[config.mk]
export PLATFORM = sky130hd
export DESIGN_NAME = a2_ctrl
export DESIGN_NICKNAME = d
export VERILOG_FILES = /design/src/rtl/a2_ctrl.sv
export SDC_FILE = /design/constraint.sdc
export NUM_CORES = 1
export LEC_CHECK = 0
export ABC_AREA = 1
export CAP_MARGIN = 25
export CORE_MARGIN = 2
export CORE_UTILIZATION = 38
export CTS_CLUSTER_SIZE = 14
export DETAILED_ROUTE_END_ITERATION = 6
export GPL_TIMING_DRIVEN = 0
export PLACE_DENSITY = 0.75
export RECOVER_POWER = 25
export SLEW_MARGIN = 20
export SYNTH_ARGS = -nofsm -noshare
export SYNTH_HDL_FRONTEND = slang
export SYNTH_SLANG_ARGS = --single-unit
[constraint.sdc]
create_clock -name clk -period 1.3 [get_ports clk]
set_clock_uncertainty 0.05 [all_clocks]
set_input_delay 0.26 -clock clk [delete_from_list [all_inputs] [get_ports clk]]
set_output_delay 0.26 -clock clk [all_outputs]
set_load 0.02 [all_outputs]
[src/rtl/a2_ctrl.sv]
// rtl/a2_ctrl.sv - round-robin arbiter and sequencer sharing one a2 compute unit between two requesters
module a2_ctrl #(
    parameter int unsigned LAT = 1
) (
    input  logic       clk,
    input  logic       reset,
    input  logic       req0,
    input  logic [3:0] a0,
    input  logic [3:0] b0,
    input  logic       req1,
    input  logic [3:0] a1,
    input  logic [3:0] b1,
    output logic [3:0] unit_a,
    output logic [3:0] unit_b,
    input  logic [3:0] unit_ans1,
    input  logic [3:0] unit_ans2,
    input  logic [3:0] unit_ans3,
    output logic [3:0] res1,
    output logic [3:0] res2,
    output logic [3:0] res3,
    output logic       done0,
    output logic       done1,
    output logic       busy,
    output logic [7:0] ops_done
);

    typedef enum logic [1:0] {
        S_IDLE = 2'd0,
        S_WAIT = 2'd1,
        S_DONE = 2'd2
    } state_t;

    localparam logic [3:0] CNT_INIT = 4'(LAT - 1);

    state_t     state_q, state_d;
    logic [3:0] unit_a_q, unit_a_d;
    logic [3:0] unit_b_q, unit_b_d;
    logic [3:0] res1_q, res1_d;
    logic [3:0] res2_q, res2_d;
    logic [3:0] res3_q, res3_d;
    logic       done0_q, done0_d;
    logic       done1_q, done1_d;
    logic       grant_q, grant_d;
    logic       last_q, last_d;
    logic [3:0] cnt_q, cnt_d;
    logic [7:0] ops_q, ops_d;
    logic       win;

    // On a tie the requester that was not served last wins; otherwise the lone requester.
    always_comb begin
        win = 1'b0;
        if (req0 && req1) begin
            win = ~last_q;
        end else begin
            win = req1;
        end
    end

    always_comb begin
        state_d  = state_q;
        unit_a_d = unit_a_q;
        unit_b_d = unit_b_q;
        res1_d   = res1_q;
        res2_d   = res2_q;
        res3_d   = res3_q;
        done0_d  = done0_q;
        done1_d  = done1_q;
        grant_d  = grant_q;
        last_d   = last_q;
        cnt_d    = cnt_q;
        ops_d    = ops_q;
        case (state_q)
            S_IDLE: begin
                if (req0 || req1) begin
                    grant_d  = win;
                    unit_a_d = win ? a1 : a0;
                    unit_b_d = win ? b1 : b0;
                    cnt_d    = CNT_INIT;
                    state_d  = S_WAIT;
                end
            end
            S_WAIT: begin
                if (cnt_q != 4'd0) begin
                    cnt_d = cnt_q - 4'd1;
                end else begin
                    res1_d  = unit_ans1;
                    res2_d  = unit_ans2;
                    res3_d  = unit_ans3;
                    done0_d = ~grant_q;
                    done1_d = grant_q;
                    state_d = S_DONE;
                end
            end
            S_DONE: begin
                done0_d = 1'b0;
                done1_d = 1'b0;
                last_d  = grant_q;
                ops_d   = ops_q + 8'd1;
                state_d = S_IDLE;
            end
            default: begin
                state_d = S_IDLE;
            end
        endcase
    end

    // Reset also abandons any in-flight operation without a done pulse.
    always_ff @(posedge clk) begin
        if (reset) begin
            state_q  <= S_IDLE;
            unit_a_q <= 4'd0;
            unit_b_q <= 4'd0;
            res1_q   <= 4'd0;
            res2_q   <= 4'd0;
            res3_q   <= 4'd0;
            done0_q  <= 1'b0;
            done1_q  <= 1'b0;
            grant_q  <= 1'b0;
            last_q   <= 1'b1;
            cnt_q    <= 4'd0;
            ops_q    <= 8'd0;
        end else begin
            state_q  <= state_d;
            unit_a_q <= unit_a_d;
            unit_b_q <= unit_b_d;
            res1_q   <= res1_d;
            res2_q   <= res2_d;
            res3_q   <= res3_d;
            done0_q  <= done0_d;
            done1_q  <= done1_d;
            grant_q  <= grant_d;
            last_q   <= last_d;
            cnt_q    <= cnt_d;
            ops_q    <= ops_d;
        end
    end

    assign unit_a   = unit_a_q;
    assign unit_b   = unit_b_q;
    assign res1     = res1_q;
    assign res2     = res2_q;
    assign res3     = res3_q;
    assign done0    = done0_q;
    assign done1    = done1_q;
    assign busy     = (state_q != S_IDLE);
    assign ops_done = ops_q;

endmodule

Yosys cells after proc, flatten, opt, wreduce, memory -nomap -nowiden. Index checks and enable logic that the tools add are counted.

Bits in registers: 38. Input port bits: 32. Output and inout bits: 31. Logic and storage cells: 47.

$add $sub $neg: 2. Eq/ne operators: 5. Muxes and demuxes: 13. Bitwise gates (word level): 3. Reduce and logical (&&, ||, !) cells: 12.

Operator list (count): 2-to-1 mux 4 bit (4); adder 8 x 1 -> 8 bit (second input constant) (1); case mux 4 bit (2 select lines) (1); AND reduction 2 bit (4); != test 2 bit (second input constant) (3); nonzero test 2 bit (3); 2-to-1 mux 2 bit (2); case mux 1 bit (2 select lines) (2); case mux 2 bit (2 select lines) (1); nonzero test 4 bit (1); subtractor 4 x 1 -> 4 bit (second input constant) (1); 2-to-1 mux 1 bit (3); inverter 1 bit (3); AND reduction 3 bit (1); == test 2 x 1 -> 1 bit (second input constant) (1); == test 2 bit (second input constant) (1); zero test 2 bit (1); logical AND 1 bit (1); logical OR 1 bit (1).

Depth between registers and ports, before layout. Gate-level depths: netlist of the first run.

Depth after elaboration: 3. Gate-level depth with buffers: 8. Mapped depth without buffers: 8.

Worst setup path before layout of the first run. OpenSTA, ideal clock, no wires.

Kind: register to register. Start: register ops_q[1], in the netlist ops_done[1]. End: register ops_q[6], in the netlist ops_done[6]. Setup time: 0.115 ns. Arrival time: 1.146 ns. Required time: 1.135 ns. Path slack: -0.012 ns. Cell stages (with the launch flop): 7. Path buffers: 0. Cell sequence: dfxtp_1 -> ha_1 -> inv_1 -> nor3_1 -> nand3_1 -> nand2_1 -> nor2_1.

Word-level cells in the longest chain between the ends: 1.

Ends and longest elaborated chain: start: declaration (RTL line 46) `logic [7:0] ops_q, ops_d;`; start signal: assignment (RTL line 134) `ops_q <= ops_d;`; adder 8 x 1 -> 8 bit (RTL line 98) `ops_d = ops_q + 8'd1;`.

No other way between the ends. A chain may end at the register's enable or synchronous reset.

Worst setup path after layout of the first run.
Start: register state_q[1]. End: output busy.

Word-level cells in the longest chain between the ends: 1.

Ends and longest elaborated chain: start: declaration (RTL line 35) `state_t state_q, state_d;`; start signal: assignment (RTL line 123) `state_q <= state_d;`; nonzero test 2 bit (RTL line 145) `assign busy = (state_q != S_IDLE);`; end: declaration (RTL line 23) `output logic busy,`.

No other way between the ends.

==> results of run 1 <==
[cell families (layout without fill, tap and decap cells)]
group	count (synthesis)	in the layout	share of synthesized area, %
buf+inv	23	93	6.10
flops	38	38	48.8
compound gates	38	38	12.4
fa+ha+maj	3	3	2.41
simple gates	115	116	30.3
[worst register-to-register path, stage by stage (launching register included)]
cell	delay (ns)
dfxtp_1	0.34
nor2_1	0.23
nand3_4	0.13
buf_4	0.16
o21ai_0	0.14
nor2_1	0.05
[final timing paths]
check / depth (start not counted) / slack [ns] / end
worst max-delay path: 3 / 0.008 / busy
worst min-delay path: 2 / 0.25 / state_q[1]$_SDFFE_PP0P_
worst max register to register: 5 / 0.08 / res3[2]$_SDFFE_PP0P_
worst min register to register: 2 / 0.40 / unit_b[3]$_SDFFE_PP0P_
[metal layers]
layer | share of wire (%) | vias up | wire length [um]
li1 | - | 830 | -
met1 | 43 | 677 | 1600
met2 | 46 | 66 | 1720
met3 | 9.6 | 7 | 359
met4 | 1.4 | 0 | 51
met5 | 0 | - | 0
[synthesized netlist by cell type]
cell type	number	share of area, %
nand3_2	1	0.64
buf_2	4	1.3
ha_1	3	2.4
nor2_2	2	0.80
dfxtp_1	38	49
nand2_1	44	11
o21ai_2	1	0.56
nor2_4	1	0.72
nor3_1	4	1.3
inv_1	17	4.1
a21oi_1	7	2.2
nor2_1	53	13
inv_2	1	0.24
nand4_1	1	0.40
buf_4	1	0.48
o21ai_0	30	9.6
nor3b_1	1	0.48
nand3_1	8	2.6
[cell type report]
cell class / instances / area [um2]
Tap cell: 50 / 62.6
Clock inverter: 3 / 40.0
Inverter: 18 / 72.6
Buffer: 5 / 37.5
Fill cell: 365 / 1520
Multi-Input combinational cell: 157 / 808
Clock buffer: 5 / 68.8
Sequential cell: 38 / 774
Timing Repair Buffer: 62 / 588
[report_power, final]
| group | internal (mW) | switching (mW) |
|---|---|---|
| Combinational | 0.545 | 0.747 |
| Clock | 0.565 | 0.414 |
| Sequential | 1.37 | 0.132 |
| Total | 2.48 | 1.29 |
[registers in the layout (all words and copies together) (netlist names)]
signal,count
ops_done,8
done1,1
unit_b,4
cnt_q,4
res3,4
res2,4
state_q,2
done0,1
grant_q,1
unit_a,4
last_q,1
res1,4
[timing repair]
item / CTS / global route
gates resized for setup: 53 / 58
endpoints found under the hold margin: 0 / 0
endpoints found under the setup margin: 54 / 49
pin swaps: 2 / 3
buffers inserted: 1 / 0
gates cloned: 1 / 0
==> summary.md, run 1 <==
| Metric | Value |
|---|---|
| Post-DR wirelength/cell | `11.0 um` |
| Drt via density | `4.67` |
| Largest stage delay on the critical path | `0.38 ns` |
| Critical path cell sequence | `nor2_4 -> inv_1 -> clkbuf_2` |
| Final setup violation count | `0` |
| Seq/Total Area, Yosys | `48.8%` |
| Commonest non-fill, non-tap cell in the layout | `nor2_1` |
| Syn nets | `252` |
| Layout area overhead | `57.3%` |
| GRT Util Overall | `around 18%` |
| Worst setup slack after placement | `-0.344 ns` |
| Met3 usage | `approximately 5.4%` |
| Antenna diode count | `0` |
| Worst slew pin tran | `0.310 ns` |
| Maximum clock rate | `774 MHz` |
| Vias | `1,580` |
| CTS tree | `done` |
| Hold path startpoint | `reset` |
| DR iter-0 viols | `120` |
| Core Rows | `23` |
| WHS | `between 0.2 and 0.25 ns` |
| CTS Buf Count | `5` |
| Pleak | `roughly 1.1 nW` |
| Final WS setup | `between 0.008 and 0.009 ns` |
| Max Slew Vio Count | `0` |
| Core area | `0.00397 mm2` |
| Critical Path AT | `between 0.9 and 1 ns` |
| ANT nets after route | `0` |
| Layer with the highest usage | `met2` |
| CP max-delay cell | `dfxtp_4` |
| Final hold viol count | `0` |
| HP Class | `in2reg` |
| Largest fanout on the critical path | `5` |
| Kind of critical path | `reg2out` |
| Largest net degree at the start of global routing | `13` |
| Die Ht | `68.1 um` |
| Clock sinks | `38` |
| Clock tree buffer depth | `2` |
| Number of buffers inserted by port buffering | `61` |
| Outcome | `completed` |
| Critical path endpoint category | `output port` |
| H-tree Lvls | `2` |
| Worst path top cell family by delay | `flip-flops` |
| Total grt overflow | `0` |
| Finished Core Util | `61.8%` |
| I/O pins | `63` |
| # Max-Cap Violations | `0` |
| Final instance area | `0.00245 mm2` |
| Cells after Synth | `roughly 220` |
| R2R Path Start | `cnt_q[2]$_SDFFE_PP0P_` |
| Slew HR | `79.2%` |
| Vias in the first global route | `1,519` |
| Clock-pin slew on the worst setup and hold paths | `around 0.07 ns` |
| DRT Pass-1 Iters | `5` |
| Global-route met2 utilization | `31.4%` |
| Hold-fix buffers, CTS | `0` |
| GPL Wtd Cong | `0.783` |
| Root buffer cell | `clkbuf_8` |
| Startpoint types | `flip-flop` |
| Critical path startpoint | `state_q[1]$_SDFFE_PP0P_` |
| Min cycle time layout | `1.29 ns` |
| Worst-Skew Late Latency | `0.29 ns` |
| Synth cell types | `18` |
| DIE AREA | `0.00463 mm2` |
| Non-filler cells, final | `between 300 and 400` |
| First-pass GRT wire length | `6310 um` |
| Most frequent cells in the layout | `51 x nor2_1, 41 x nand2_1, 29 x dfxtp_1, 29 x clkdlybuf4s50_1, 19 x o21ai_0` |
| TNS Setup | `0 ns` |
| Residual DRC count | `0` |
| GR Util met1 | `20.1%` |
| Dpl cells | `328` |
| Mapped Area | `0.00156 mm2` |
| Critical Path RT | `0.99 ns` |
| Power Total | `3.78 mW` |
| Number of nets in the layout | `322` |
| Placed inst area | `around 0.0022 mm2` |
| RSZ-0062 raised after global routing | `yes` |
| Post-Syn Area per Cell | `7.18 um2` |
| Buffer and inverter count on the worst path | `2` |
| Fraction of layout cells with a size suffix above 1 | `18.4%` |
| Routed Wire Length | `3730 um` |
| Synth Register Bits | `38` |
| Ys Warns | `0` |
| HPWL after detailed placement | `2650 um` |
| Power per Cell Area | `1540 mW/mm2` |
| Initial antenna violation count | `0` |
| Period utilisation layout | `approximately 99%` |
| Initial Util | `about two fifths` |
| Die width | `68.1 um` |
| Max rail drop VDD | `0.000666 V` |
Note: power is estimated with default switching activity, not from simulation.
==> inputs of run 2 (changes only) <==
--- a/config.mk
+++ b/config.mk
@@ -7,12 +7,13 @@
 export LEC_CHECK = 0
 export ABC_AREA = 1
 export CAP_MARGIN = 25
+export CORE_ASPECT_RATIO = 0.75
 export CORE_MARGIN = 2
-export CORE_UTILIZATION = 38
+export CORE_UTILIZATION = 35
 export CTS_CLUSTER_SIZE = 14
 export DETAILED_ROUTE_END_ITERATION = 6
 export GPL_TIMING_DRIVEN = 0
-export PLACE_DENSITY = 0.75
+export PLACE_DENSITY = 0.7
 export RECOVER_POWER = 25
 export SLEW_MARGIN = 20
 export SYNTH_ARGS = -nofsm -noshare
==> summary.md, run 2 (synthesized netlist as in run 1, its figures left out) <==
| Metric | Value |
|---|---|
| Min cycle time layout | `1.30 ns (was 1.29 ns)` |
| Critical Path AT | `0.99 ns (was 0.98 ns)` |
| H-tree Lvls | `2 (unchanged)` |
| Power per Cell Area | `1500 mW/mm2 (was 1540 mW/mm2)` |
| Power Total | `3.67 mW (was 3.78 mW)` |
| HPWL after detailed placement | `2890 um (was 2650 um)` |
| ANT nets after route | `0 (unchanged)` |
| Max Slew Vio Count | `0 (unchanged)` |
| Core area | `0.00415 mm2 (was 0.00397 mm2)` |
| DIE AREA | `0.00501 mm2 (was 0.00463 mm2)` |
| Worst slew pin tran | `0.249 ns (was 0.310 ns)` |
| CP max-delay cell | `dfxtp_4 (unchanged)` |
| Max rail drop VDD | `0.000800 V (was 0.000666 V)` |
| Startpoint types | `flip-flop (unchanged)` |
| Buffer and inverter count on the worst path | `2 (unchanged)` |
| Clock-pin slew on the worst setup and hold paths | `0.07 ns (about the same)` |
| Antenna diode count | `0 (unchanged)` |
| Worst setup slack after placement | `-0.374 ns (was -0.344 ns)` |
| Worst path top cell family by delay | `flip-flops (unchanged)` |
| Area occupied by multi-input gates | `793 um2 (was 808 um2)` |
| CTS tree | `done (unchanged)` |
| Largest net degree at the start of global routing | `13 (unchanged)` |
| CTS Buf Count | `5 (unchanged)` |
| RSZ-0062 raised after global routing | `yes (unchanged)` |
| Largest register FFs | `8 (unchanged)` |
| Slew HR | `83.4% (was 79.2%)` |
| Critical Path RT | `0.99 ns (about the same)` |
| Kind of critical path | `reg2out (unchanged)` |
| Drt via density | `4.56 (was 4.67)` |
| Commonest non-fill, non-tap cell in the layout | `nor2_1 (unchanged)` |
| Number of buffers inserted by port buffering | `61 (unchanged)` |
| Pleak | `1.05 nW (was 1.08 nW)` |
| Non-filler cells, final | `343 (was 338)` |
| Violated checks | `negative setup slack` |
| Initial antenna violation count | `0 (unchanged)` |
| Outcome | `complete, but fails checks (was completed)` |
| Total grt overflow | `0 (unchanged)` |
| Initial Util | `37.5% (was 39.3%)` |
| Post-DR wirelength/cell | `11.3 um (was 11.0 um)` |
| Finished Core Util | `58.8% (was 61.8%)` |
| Clock sinks | `38 (unchanged)` |
| Fraction of layout cells with a size suffix above 1 | `19.4% (was 18.4%)` |
| Most frequent cells in the layout | `50 x nor2_1, 40 x nand2_1, 28 x dfxtp_1, 28 x clkdlybuf4s50_1 (was 51 x nor2_1, 41 x nand2_1, 29 x dfxtp_1, 29 x clkdlybuf4s50_1, 19 x o21ai_0)` |
| Die Ht | `61.8 um (was 68.1 um)` |
| DR iter-0 viols | `63 (was 120)` |
| Die width | `81.1 um (was 68.1 um)` |
| Number of nets in the layout | `322 (unchanged)` |
| GRT Util Overall | `16.7% (was 17.6%)` |
| Final setup violation count | `1 (was 0)` |
| Layout area overhead | `56.7% (was 57.3%)` |
| Routed Wire Length | `3870 um (was 3730 um)` |
| Period utilisation layout | `100% (was 99.4%)` |
| Critical path cell sequence | `nor2_4 -> inv_2 -> buf_6 (was nor2_4 -> inv_1 -> clkbuf_2)` |
| Dpl cells | `333 (was 328)` |
| Core Rows | `20 (was 23)` |
| I/O pins | `63 (unchanged)` |
| Root buffer cell | `clkbuf_8 (unchanged)` |
| Vias | `1,563 (was 1,580)` |
| # Max-Cap Violations | `0 (unchanged)` |
| Fill count | `400 (was 365)` |
| Final WS setup | `-0.0000460 ns (was 0.00827 ns)` |
| First-pass GRT wire length | `6400 um (was 6310 um)` |
| Maximum clock rate | `769 MHz (was 774 MHz)` |
| Largest fanout on the critical path | `5 (unchanged)` |
| GPL Wtd Cong | `0.792 (was 0.783)` |
| Final hold viol count | `0 (unchanged)` |
| Clock tree buffer depth | `2 (unchanged)` |
| Register Area | `778 um2 (was 774 um2)` |
| Vias in the first global route | `1,400 (was 1,519)` |
| Worst-Skew Late Latency | `0.29 ns (about the same)` |
| HP Class | `in2reg (unchanged)` |
| DRT Pass-1 Iters | `4 (was 5)` |
| Largest stage delay on the critical path | `0.37 ns (was 0.38 ns)` |
| Residual DRC count | `0 (unchanged)` |
| Critical path endpoint category | `output port (unchanged)` |
[run 2: final cells by class]
type	instances	area share, %
well taps	55	2.82
inverters	18	2.87
plain buffers	5	1.69
flip-flops and latches	38	31.8
multi-input cells	157	32.5
clock buffers	6	3.38
repair buffers	62	24.4
clock inverters	2	0.512
[run 2: what timing repair did]
action | CTS | global route
hold buffers | 0 | 0
pin swaps | 2 | 7
setup buffers | 0 | 1
endpoints found under the setup margin | 53 | 53
cloned | 1 | 0
resized for setup | 53 | 75
hold endpoints to repair | 0 | 0
[run 2: metal layers]
layer	wire length, um	GRT usage (%)
met2	1650	27.6
met4	51	6.54
met5	0	0
met3	243	5.06
met1	1930	20.9
[run 2: power breakdown]
| part | switching [mW] | total (mW) | internal [mW] |
|---|---|---|---|
| Sequential | 0.125 | 1.50 | 1.37 |
| Combinational | 0.759 | 1.33 | 0.568 |
| Clock | 0.417 | 0.843 | 0.426 |
| Total | 1.30 | 3.67 | 2.37 |
[run 2: worst register-to-register path, stage by stage, from the launching register on]
cell     delay, ns
dfxtp_4       0.37
inv_2         0.06
nor2_4        0.16
nand3_4       0.13
buf_6         0.17
o21ai_0       0.14
nor2_1        0.05
[run 2: final timing paths]
kind	slack, ns	cells after the start	end	start
max reg2reg	0.07	6	res1[1]$_SDFFE_PP0P_	state_q[0]$_SDFFE_PP0P_
min	0.26	2	state_q[1]$_SDFFE_PP0P_	reset
max	-0.00005	3	busy	state_q[1]$_SDFFE_PP0P_
min reg2reg	0.39	2	unit_b[3]$_SDFFE_PP0P_	unit_b[3]$_SDFFE_PP0P_
[run 2: stage by stage]
stage,setup TNS [ns],area [um2],hold slack (ns)
finish,-0.0000460,2440,0.256
detailed placement,-4.94,2240,0.385
global placement,-4.35,2240,0.380
global route,-0.0387,2440,0.249
floorplan,0,1560,0.374
CTS,-0.498,2350,0.253
==> inputs of run 3 (changes only) <==
--- a/config.mk
+++ b/config.mk
@@ -13,7 +13,8 @@
 export CTS_CLUSTER_SIZE = 14
 export DETAILED_ROUTE_END_ITERATION = 6
 export GPL_TIMING_DRIVEN = 0
-export PLACE_DENSITY = 0.7
+export HOLD_SLACK_MARGIN = 0.12
+export PLACE_DENSITY = 0.67
 export RECOVER_POWER = 25
 export SLEW_MARGIN = 20
 export SYNTH_ARGS = -nofsm -noshare
==> constraint.sdc (replaced) <==
create_clock -name clk -period 1.2 [get_ports clk]
set_clock_uncertainty 0.05 [all_clocks]
set_input_delay 0.24 -clock clk [delete_from_list [all_inputs] [get_ports clk]]
set_output_delay 0.24 -clock clk [all_outputs]
set_load 0.02 [all_outputs]
==> summary.md, run 3 (synthesized netlist as in run 1, its figures left out) <==
| Metric | Value |
|---|---|
| HPWL after detailed placement | `2760 um (was 2890 um)` |
| Critical Path RT | `0.91 ns (was 0.99 ns)` |
| Slew HR | `77.4% (was 83.4%)` |
| Period utilisation layout | `105%` |
| Number of nets in the layout | `330 (was 322)` |
| Clock sinks | `38 (unchanged)` |
| Combinational Power Share | `39.5% (was 36.2%)` |
| Largest net degree at the start of global routing | `13 (unchanged)` |
| DIE AREA | `0.00501 mm2 (unchanged)` |
| Number of buffers inserted by port buffering | `61 (unchanged)` |
| Worst Reg-to-Reg Cells | `8 (was 6)` |
| GR Util met1 | `23.0% (was 20.9%)` |
| HP Class | `in2reg (unchanged)` |
| Final WS setup | `-0.0659 ns (was -0.0000460 ns)` |
| GPL Wtd Cong | `0.744 (was 0.792)` |
| Final setup violation count | `10 (was 1)` |
| Antenna diode count | `0 (unchanged)` |
| Maximum clock rate | `790 MHz` |
| Layer with the highest usage | `met2 (unchanged)` |
| H-tree Lvls | `2 (unchanged)` |
| Fraction of layout cells with a size suffix above 1 | `34.8% (was 19.4%)` |
| Violated checks | `negative setup slack (unchanged)` |
| Post-DR wirelength/cell | `11.9 um (was 11.3 um)` |
| Sw Share | `36.5% (was 35.5%)` |
| Pleak | `1.15 nW (was 1.05 nW)` |
| Worst slew pin tran | `0.338 ns (was 0.249 ns)` |
| Vias | `1,594 (was 1,563)` |
| Kind of critical path | `reg2out (unchanged)` |
| Psw | `1.55 mW (was 1.30 mW)` |
| RSZ-0062 raised after global routing | `yes (unchanged)` |
| # Max-Cap Violations | `0 (unchanged)` |
| Routed Wire Length | `4180 um (was 3870 um)` |
| Largest register FFs | `8 (unchanged)` |
| Startpoint types | `flip-flop (unchanged)` |
| Max rail drop VDD | `0.000765 V (was 0.000800 V)` |
| Critical Path AT | `0.98 ns (was 0.99 ns)` |
| Power Total | `4.24 mW (was 3.67 mW)` |
| DR iter-0 viols | `67 (was 63)` |
| Most frequent cells in the layout | `44 x nor2_1, 41 x nand2_1, 30 x dfxtp_1 (was 50 x nor2_1, 40 x nand2_1, 28 x dfxtp_1, 28 x clkdlybuf4s50_1)` |
| GRT Util Overall | `16.7% (about the same)` |
| Max Slew Vio Count | `0 (unchanged)` |
| Final hold viol count | `0 (unchanged)` |
| Hold-fix buffers, CTS | `0 (unchanged)` |
| First-pass GRT wire length | `6310 um (was 6400 um)` |
| Commonest non-fill, non-tap cell in the layout | `nor2_1 (unchanged)` |
| Non-filler cells, final | `351 (was 343)` |
| Min cycle time layout | `approximately 1.3 ns` |
| Outcome | `complete, but fails checks (unchanged)` |
| Root buffer cell | `clkbuf_8 (unchanged)` |
| Vias in the first global route | `1,418 (was 1,400)` |
| ANT nets after route | `0 (unchanged)` |
| Drt via density | `4.54 (was 4.56)` |
| Clock-pin slew on the worst setup and hold paths | `0.07 ns (about the same)` |
| Total grt overflow | `0 (unchanged)` |
| Power per Cell Area | `1690 mW/mm2 (was 1500 mW/mm2)` |
| Dpl cells | `333 (unchanged)` |
| Cell Int Power | `2.69 mW (was 2.37 mW)` |
| Global-route met2 utilization | `25.1% (was 27.6%)` |
| I/O pins | `63 (unchanged)` |
| Critical path endpoint category | `output port (unchanged)` |
| Clock tree buffer depth | `2 (unchanged)` |
| WHS | `0.238 ns (was 0.256 ns)` |
| Die Ht | `61.8 um (unchanged)` |
| Die width | `81.1 um (unchanged)` |
| DRT Pass-1 Iters | `4 (unchanged)` |
| Worst-Skew Late Latency | `0.28 ns (was 0.29 ns)` |
| Hold depth | `2 (unchanged)` |
| Fill count | `403 (was 400)` |
| Register share of total power | `38.9% (was 40.9%)` |
| Core area | `0.00415 mm2 (unchanged)` |
| Met3 usage | `5.06% (unchanged)` |
| Layout area overhead | `61.2% (was 56.7%)` |
| Initial Util | `37.5% (unchanged)` |
| Clock power share | `21.6% (was 23.0%)` |
| Initial antenna violation count | `0 (unchanged)` |
| CTS tree | `done (unchanged)` |
| CTS Buf Count | `5 (unchanged)` |
| Residual DRC count | `0 (unchanged)` |
| Core Rows | `20 (unchanged)` |
| Largest fanout on the critical path | `5 (unchanged)` |
==> run 3: cell count changes in the layout (fill, tap and decap cells not counted), sizes merged <==
cell	change
dlygate4sd2	-6
clkbuf	+4
clkdlybuf4s15	-19
buf	+29
==> run 3: worst paths after layout <==
kind         slack (ns)               startpoint                endpoint
max               -0.07  state_q[1]$_SDFFE_PP0P_                    busy
min                0.24                    reset      done1$_SDFFE_PP0P_
max reg2reg       -0.04  state_q[0]$_SDFFE_PP0P_      done0$_SDFFE_PP0P_
min reg2reg        0.40   unit_b[2]$_SDFFE_PP0P_  unit_b[2]$_SDFFE_PP0P_
==> run 3: power groups by stage <==
| stage | combinational [mW] | sequential [mW] | clock [mW] |
|---|---|---|---|
| finish | 1.67 | 1.65 | 0.916 |
| detailed placement | 1.34 | 1.64 | 0 |
| global placement | 1.33 | 1.64 | 0 |
| global route | 1.83 | 1.68 | 1.00 |
| floorplan | 0.574 | 1.83 | 0 |
| CTS | 1.49 | 1.62 | 0.938 |
==> run 3: stage by stage <==
step	TNS [ns]	util, %	instance area (um2)	worst slack, ns
final	-0.181	60.5	2510	-0.0659
after global routing	-1.57	60.5	2510	-0.103
after CTS	-0.218	58.8	2440	-0.0695
after floorplan	0	-	1570	0.0254
after global placement	-6.84	54.2	2250	-0.453
after detailed placement	-7.02	54.2	2250	-0.445
==> run 3: routing by layer <==
| metal | vias to the layer above | share of wire (%) | wire length (um) |
|---|---|---|---|
| met4 | 0 | 0.62 | 26 |
| li1 | 848 | - | - |
| met5 | - | 0 | 0 |
| met1 | 701 | 51 | 2150 |
| met3 | 5 | 5.8 | 244 |
| met2 | 40 | 42 | 1760 |
==> run 3: repair_timing <==
item / CTS / global route
pin swaps: 4 / 15
resized for setup: 132 / 88
endpoints found under the hold margin: 0 / 0
buffers inserted: 5 / 2
gates cloned: 2 / 1
setup endpoints to repair: 57 / 55
==> run 3: worst max-delay path, stage by stage (launching register included) <==
cell     delay (ns)
dfxtp_4        0.38
nor2_4         0.15
inv_2          0.05
buf_6          0.12
==> run 3: layout make-up <==
class | instances | area, um2 | area share, %
clock buffers | 6 | 82.6 | 3.29
clock inverters | 2 | 12.5 | 0.498
inverters | 18 | 80.1 | 3.19
multi-input cells | 157 | 878 | 34.9
well taps | 55 | 68.8 | 2.74
flip-flops and latches | 38 | 776 | 30.9
repair buffers | 70 | 574 | 22.8
plain buffers | 5 | 41.3 | 1.64
